`src/rtl/hex_display_ctrl.sv`:
```
// Multi-digit active-low 7-segment controller: serial double-dabble BCD conversion (or raw hex),
// leading-zero blanking and overflow dashes. Optional blinking via macro DISP_BLINK_EN.
module hex_display_ctrl #(
   parameter int IN_WIDTH   = 20,
   parameter int NUM_DIGITS = 6,
   parameter int HEX_MODE   = 0,
   parameter int LZ_BLANK   = 1
`ifdef DISP_BLINK_EN
   ,
   parameter int BLINK_DIV  = 25_000_000
`endif
) (
   input  logic                    clk,
   input  logic                    rst_n,
   input  logic                    load_i,
   input  logic [IN_WIDTH-1:0]     value_i,
`ifdef DISP_BLINK_EN
   input  logic                    blink_i,
`endif
   output logic                    busy_o,
   output logic                    done_o,
   output logic                    overflow_o,
   output logic [NUM_DIGITS*7-1:0] seg_o
);

   localparam int BCD_W = 4 * NUM_DIGITS;
   localparam int EXT_W = (IN_WIDTH > BCD_W) ? IN_WIDTH : BCD_W;
   localparam int CNT_W = $clog2(IN_WIDTH + 1);

   typedef enum logic [1:0] {
      S_IDLE,
      S_SHIFT,
      S_UPDATE
   } state_t;

   state_t                  r_state;
   logic [IN_WIDTH-1:0]     r_shift;
   logic [BCD_W-1:0]        r_bcd;
   logic [CNT_W-1:0]        r_cnt;
   logic                    r_ovf_acc;
   logic                    r_overflow;
   logic                    r_busy;
   logic                    r_done;
   logic [NUM_DIGITS*7-1:0] r_seg;

   logic [BCD_W-1:0]        w_bcd_adj;
   logic [EXT_W-1:0]        w_shift_ext;
   logic                    w_hex_ovf;
   logic [BCD_W-1:0]        w_digits;
   logic                    w_show_ovf;
   logic [NUM_DIGITS-1:0]   w_lead_zero;
   logic [NUM_DIGITS*7-1:0] w_seg_next;

   function automatic logic [6:0] f_seg(input logic [3:0] nib);
      logic [6:0] seg;
      seg = 7'b1111111;
      case (nib)
         4'h0: seg = 7'b1000000;
         4'h1: seg = 7'b1111001;
         4'h2: seg = 7'b0100100;
         4'h3: seg = 7'b0110000;
         4'h4: seg = 7'b0011001;
         4'h5: seg = 7'b0010010;
         4'h6: seg = 7'b0000010;
         4'h7: seg = 7'b1111000;
         4'h8: seg = 7'b0000000;
         4'h9: seg = 7'b0010000;
         4'hA: seg = 7'b0001000;
         4'hB: seg = 7'b0000011;
         4'hC: seg = 7'b1000110;
         4'hD: seg = 7'b0100001;
         4'hE: seg = 7'b0000110;
         4'hF: seg = 7'b0001110;
         default: seg = 7'b1111111;
      endcase
      return seg;
   endfunction

   // Add-3 correction applied to every BCD nibble before each shift
   genvar gi;
   generate
      for (gi = 0; gi < NUM_DIGITS; gi++) begin : g_adj
         assign w_bcd_adj[4*gi +: 4] = (r_bcd[4*gi +: 4] >= 4'd5) ? (r_bcd[4*gi +: 4] + 4'd3)
                                                                 : r_bcd[4*gi +: 4];
      end
   endgenerate

   // Hex mode reads the captured value directly, zero-extended to the digit field
   assign w_shift_ext = EXT_W'(r_shift);
   assign w_hex_ovf   = |(w_shift_ext >> BCD_W);
   assign w_digits    = (HEX_MODE != 0) ? w_shift_ext[BCD_W-1:0] : r_bcd;
   assign w_show_ovf  = (HEX_MODE != 0) ? w_hex_ovf : r_ovf_acc;

   generate
      for (gi = 0; gi < NUM_DIGITS; gi++) begin : g_digit
         if (gi == 0 || LZ_BLANK == 0) begin : g_keep
            assign w_lead_zero[gi] = 1'b0;
         end else begin : g_blank
            assign w_lead_zero[gi] = (w_digits[BCD_W-1:4*gi] == '0);
         end
         assign w_seg_next[7*gi +: 7] = w_show_ovf      ? 7'b0111111 :
                                        w_lead_zero[gi] ? 7'b1111111 :
                                                          f_seg(w_digits[4*gi +: 4]);
      end
   endgenerate

   always_ff @(posedge clk or negedge rst_n) begin
      if (!rst_n) begin
         r_state    <= S_IDLE;
         r_shift    <= '0;
         r_bcd      <= '0;
         r_cnt      <= '0;
         r_ovf_acc  <= 1'b0;
         r_overflow <= 1'b0;
         r_busy     <= 1'b0;
         r_done     <= 1'b0;
         r_seg      <= '1;
      end else begin
         r_done <= 1'b0;
         case (r_state)
            S_IDLE: begin
               if (load_i) begin
                  r_shift   <= value_i;
                  r_bcd     <= '0;
                  r_ovf_acc <= 1'b0;
                  r_cnt     <= CNT_W'(IN_WIDTH);
                  r_busy    <= 1'b1;
                  r_state   <= (HEX_MODE != 0) ? S_UPDATE : S_SHIFT;
               end
            end
            S_SHIFT: begin
               // A carry out of the top digit means the value needs more digits than we have
               r_bcd     <= {w_bcd_adj[BCD_W-2:0], r_shift[IN_WIDTH-1]};
               r_ovf_acc <= r_ovf_acc | w_bcd_adj[BCD_W-1];
               r_shift   <= r_shift << 1;
               r_cnt     <= r_cnt - 1'b1;
               if (r_cnt == CNT_W'(1)) begin
                  r_state <= S_UPDATE;
               end
            end
            S_UPDATE: begin
               r_seg      <= w_seg_next;
               r_overflow <= w_show_ovf;
               r_busy     <= 1'b0;
               r_done     <= 1'b1;
               r_state    <= S_IDLE;
            end
            default: begin
               r_state <= S_IDLE;
               r_busy  <= 1'b0;
            end
         endcase
      end
   end

   assign busy_o     = r_busy;
   assign done_o     = r_done;
   assign overflow_o = r_overflow;

`ifdef DISP_BLINK_EN
   localparam int BL_W = (BLINK_DIV > 1) ? $clog2(BLINK_DIV) : 1;

   logic [BL_W-1:0] r_blink_cnt;
   logic            r_phase;

   always_ff @(posedge clk or negedge rst_n) begin
      if (!rst_n) begin
         r_blink_cnt <= '0;
         r_phase     <= 1'b0;
      end else if (r_blink_cnt == BL_W'(BLINK_DIV - 1)) begin
         r_blink_cnt <= '0;
         r_phase     <= ~r_phase;
      end else begin
         r_blink_cnt <= r_blink_cnt + 1'b1;
      end
   end

   assign seg_o = (blink_i && r_phase) ? '1 : r_seg;
`else
   assign seg_o = r_seg;
`endif

endmodule

```
`config.mk`:
```
export PLATFORM = sky130hd
export DESIGN_NAME = hex_display_ctrl
export DESIGN_NICKNAME = d
export VERILOG_FILES = /design/src/rtl/hex_display_ctrl.sv
export SDC_FILE = /design/constraint.sdc
export NUM_CORES = 1
export LEC_CHECK = 0
export ABC_AREA = 1
export CORE_ASPECT_RATIO = 2
export CORE_MARGIN = 2
export CORE_UTILIZATION = 57
export CTS_CLUSTER_DIAMETER = 40
export DETAILED_ROUTE_END_ITERATION = 10
export PLACE_DENSITY = 0.81
export SYNTH_ARGS = -nofsm -noshare
export SYNTH_HDL_FRONTEND = slang
export SYNTH_SLANG_ARGS = --single-unit
```
`constraint.sdc`:
```
create_clock -name clk -period 1.7 [get_ports clk]
set_input_delay 0.255 -clock clk [delete_from_list [all_inputs] [get_ports clk]]
set_output_delay 0.255 -clock clk [all_outputs]
set_load 0.01 [all_outputs]
```
==> metrics.csv <==
metric,value,unit
synth-simple-area-share,26.19,%
post-route-util,70.78,%
synthXorXnorAreaFrac,0.7520,%
num_antenna_cells,0,
cts-buffers-inserted,9,
holdWs,451.0,ps
worst_pin_slew,565.2,ps
p_seq_share,33.4,%
slowest_delay,550,ps
num_vias,5287,
dr.pass1.iters,5,
grt_usage,27.71,%
grt_pass1_wl,24160,um
io_buffers,67,
synth_nets,801,
wl_met2,8055,um
initial_utilization,58.12,%
switchingPower,5.610,mW
peakVddDrop,0.001071,V
switching_share,44.26,%
wl_met1,5357,um
multi_input_area,0.002933,sq mm
max_cap_viol_count,0,
cp_num_buf_inv,1,
relSlewSlack,62.32,%
crit_fanout,2,
via_per_inst,5.554,
synth_compound_area_share,13.88,%
clkLatencyLatePin,350,ps
powerDensity,1787,mW/mm^2
cp_top_family,flip-flops,
cts.htree.levels,3,
wl,14220,um
ff_latch_area,0.002481,sq mm
cp_slowest_cell,dfstp_2,
fin_area,0.007092,sq mm
grt-ovfl-total,0,
ys_warn_count,0,
muxShareOfSynthArea,0.1719,%
worstPathArrival,1430,ps
fill_cells,823,
fp.dieW,75.47,um
period_share,98.92,%
wl_met3,436,um
cts_buffer_depth,2,
cts.clk_slew.worst_paths,70,ps
synth_top_family_by_area,simple AND/OR/NAND/NOR gates,
drtAntennaViolNets,0,
syn_area,0.005823,sq mm
power_frac_comb,50.5,%
fin_crit,1682,ps
power,12.67,mW
core.rowCount,52,
dpl_cell_area,0.006748,sq mm
die_h,146.9,um
power.leakage,3.392,nW
route.detailed.wl_per_inst,14.94,um
required,1440,ps
ys_seq_area_share,42.59,%
max_freq,594.6,MHz
rrSetupSlack,120,ps
cts_tree,yes,
root_buffer,clkbuf_16,
core-area,0.01002,sq mm
gp_congestion,0.9736,
r2r_start,r_bcd[9],
ys_seq_elements,97,
setup_viol,0,
hold_class,in -> async,
drc,0,
finalNonFillerCells,952,
cp-start-kind,flip-flop,
worst-r2r-cell-count,8,
synth_fa_ha_area_share,9.239,%
layout-area-overhead-vs-synth,21.79,%
antenna_found_initial,0,
placed_cells,935,
grt_pass1_vias,5386,
r2r_end,r_bcd[12],
report.final.hold_viol_count,0,
cts_sinks,97,
pwr-share-clk,16.1,%
yosysUniqueCellTypes,39,
crit_chain,clkdlybuf4s50_1,
drtIter0Drc,291,
die-area,0.01109,sq mm
io_pins,68,
dp_hpwl,10460,um
avgSynthCellArea,7.923,sq um
syn_inst,735,
slew_viol_final,0,
grt_max_degree,43,
top_layer_used,met4,
path_class,reg -> out,
outcome,finished clean,
layout.nets,878,
drive_gt1_share,15.06,%
finClkSkew,7.503,ps
end_kind,primary output,
p_int,7.064,mW
[stage by stage]
stage,setup slack (ps),setup TNS [ps]
final,18.31,0
after global routing,-5.301,-5.301
after CTS,4.888,0
after detailed placement,114.1,0
after global placement,150.5,0
after floorplan,206.3,0
[cell usage in the layout, fill, tap and decap left out, types with 5 or more instances in the layout]
master,n
a22oi_1,18
inv_1,52
o211ai_1,8
xor2_1,5
clkdlybuf4s50_1,55
a21oi_1,38
a31oi_1,10
o22ai_1,11
buf_4,27
dlymetal6s2s_1,9
nor2_4,5
clkbuf_16,10
inv_2,12
nand3_1,55
nand2_1,198
nor2_1,76
ha_1,41
o21ai_0,46
dfrtp_1,54
clkinvlp_4,5
dfstp_2,42
[state kept, by name, indices dropped and copies added, names as in the netlist]
name	cells
r_shift	20
r_ovf_acc	1
overflow_o	1
busy_o	1
done_o	1
r_cnt	5
r_bcd	24
r_state	2
seg_o	42
[cell usage after synthesis]
| cell type | n | area share (%) |
|---|---|---|
| o21ai_1 | 4 | 0.34 |
| nand3_2 | 1 | 0.17 |
| inv_2 | 6 | 0.39 |
| a21boi_0 | 1 | 0.13 |
| dfstp_2 | 42 | 19 |
| o21ai_0 | 46 | 4.0 |
| clkbuf_2 | 2 | 0.17 |
| nand2_4 | 2 | 0.39 |
| nand3_1 | 55 | 4.7 |
| o31ai_1 | 1 | 0.13 |
| nand2_2 | 3 | 0.32 |
| nand4_1 | 1 | 0.11 |
| nor2_8 | 1 | 0.34 |
| nand3_4 | 1 | 0.30 |
| inv_1 | 58 | 3.7 |
| mux2i_1 | 1 | 0.17 |
| xor2_1 | 5 | 0.75 |
| clkinv_1 | 2 | 0.13 |
| a31oi_1 | 10 | 1.1 |
| nor2_4 | 5 | 0.97 |
| nand4_4 | 1 | 0.37 |
| nor3_1 | 1 | 0.086 |
| nand2_1 | 198 | 13 |
| buf_1 | 2 | 0.13 |
| o211ai_1 | 8 | 1.0 |
| a22oi_1 | 18 | 2.3 |
| o22ai_1 | 11 | 1.2 |
| o2bb2ai_1 | 3 | 0.45 |
| nor2_1 | 77 | 5.0 |
| and2_1 | 1 | 0.11 |
| buf_4 | 3 | 0.39 |
| clkbuf_1 | 2 | 0.13 |
| dfrtp_1 | 55 | 24 |
| or2_2 | 3 | 0.32 |
| buf_6 | 2 | 0.39 |
| buf_2 | 20 | 1.7 |
| nand3b_1 | 2 | 0.26 |
| a21oi_1 | 38 | 3.3 |
| ha_1 | 43 | 9.2 |
[final cells by class]
cell class,instances,share of cell area [%]
timing repair buffer,97,13.44
inverter,66,3.599
sequential,97,34.99
tap,135,2.382
clock inverter,5,0.5116
clock buffer,11,3.723
multi-input combinational,541,41.35
[per-layer routing]
layer / global-route usage (%) / vias up
met5: 0 / -
met4: 11.58 / 0
met3: 3.498 / 36
met2: 50.26 / 151
met1: 31.02 / 2539
li1: - / 2561
[power by group through the flow]
stage               Combinational [mW]  Sequential [mW]  Clock, mW
finish                            6.41             4.23       2.03
floorplan                         4.42             4.06          0
CTS                               6.36             4.19       2.06
global route                      7.21             4.35       2.15
global placement                  6.08             4.18          0
detailed placement                6.30             4.23          0
[cell families after synthesis]
family / after synthesis
xor gates and xnor gates: 5
muxes: 1
AOI/OAI and AO/OA: 140
DFF: 97
buffers and inverters: 97
and+or+nand+nor: 352
adders and majority gates: 43
[repair_timing]
action                                 in CTS  in global routing
resized for setup                           2                 20
endpoints found under the hold margin      13                  0
pin swaps                                   0                  1
setup endpoints to repair                   2                 35
hold buffers                                1                  0
buffers inserted                            0                  0
[worst max path at each step]
stage	from	end	slack [ps]	depth (start not counted)
2_1_floorplan	r_bcd[20]	seg_o[25]	210	8
3_5_place_dp	r_bcd[21]	seg_o[25]	110	8
6_report	seg_o[34]	seg_o[34]	20	1
3_3_place_gp	load_i	r_shift[9]	150	6
5_1_grt	seg_o[41]	seg_o[41]	-5	1
4_1_cts	seg_o[8]	seg_o[8]	5	1
No activity file was read; power rests on OpenSTA's default activity.
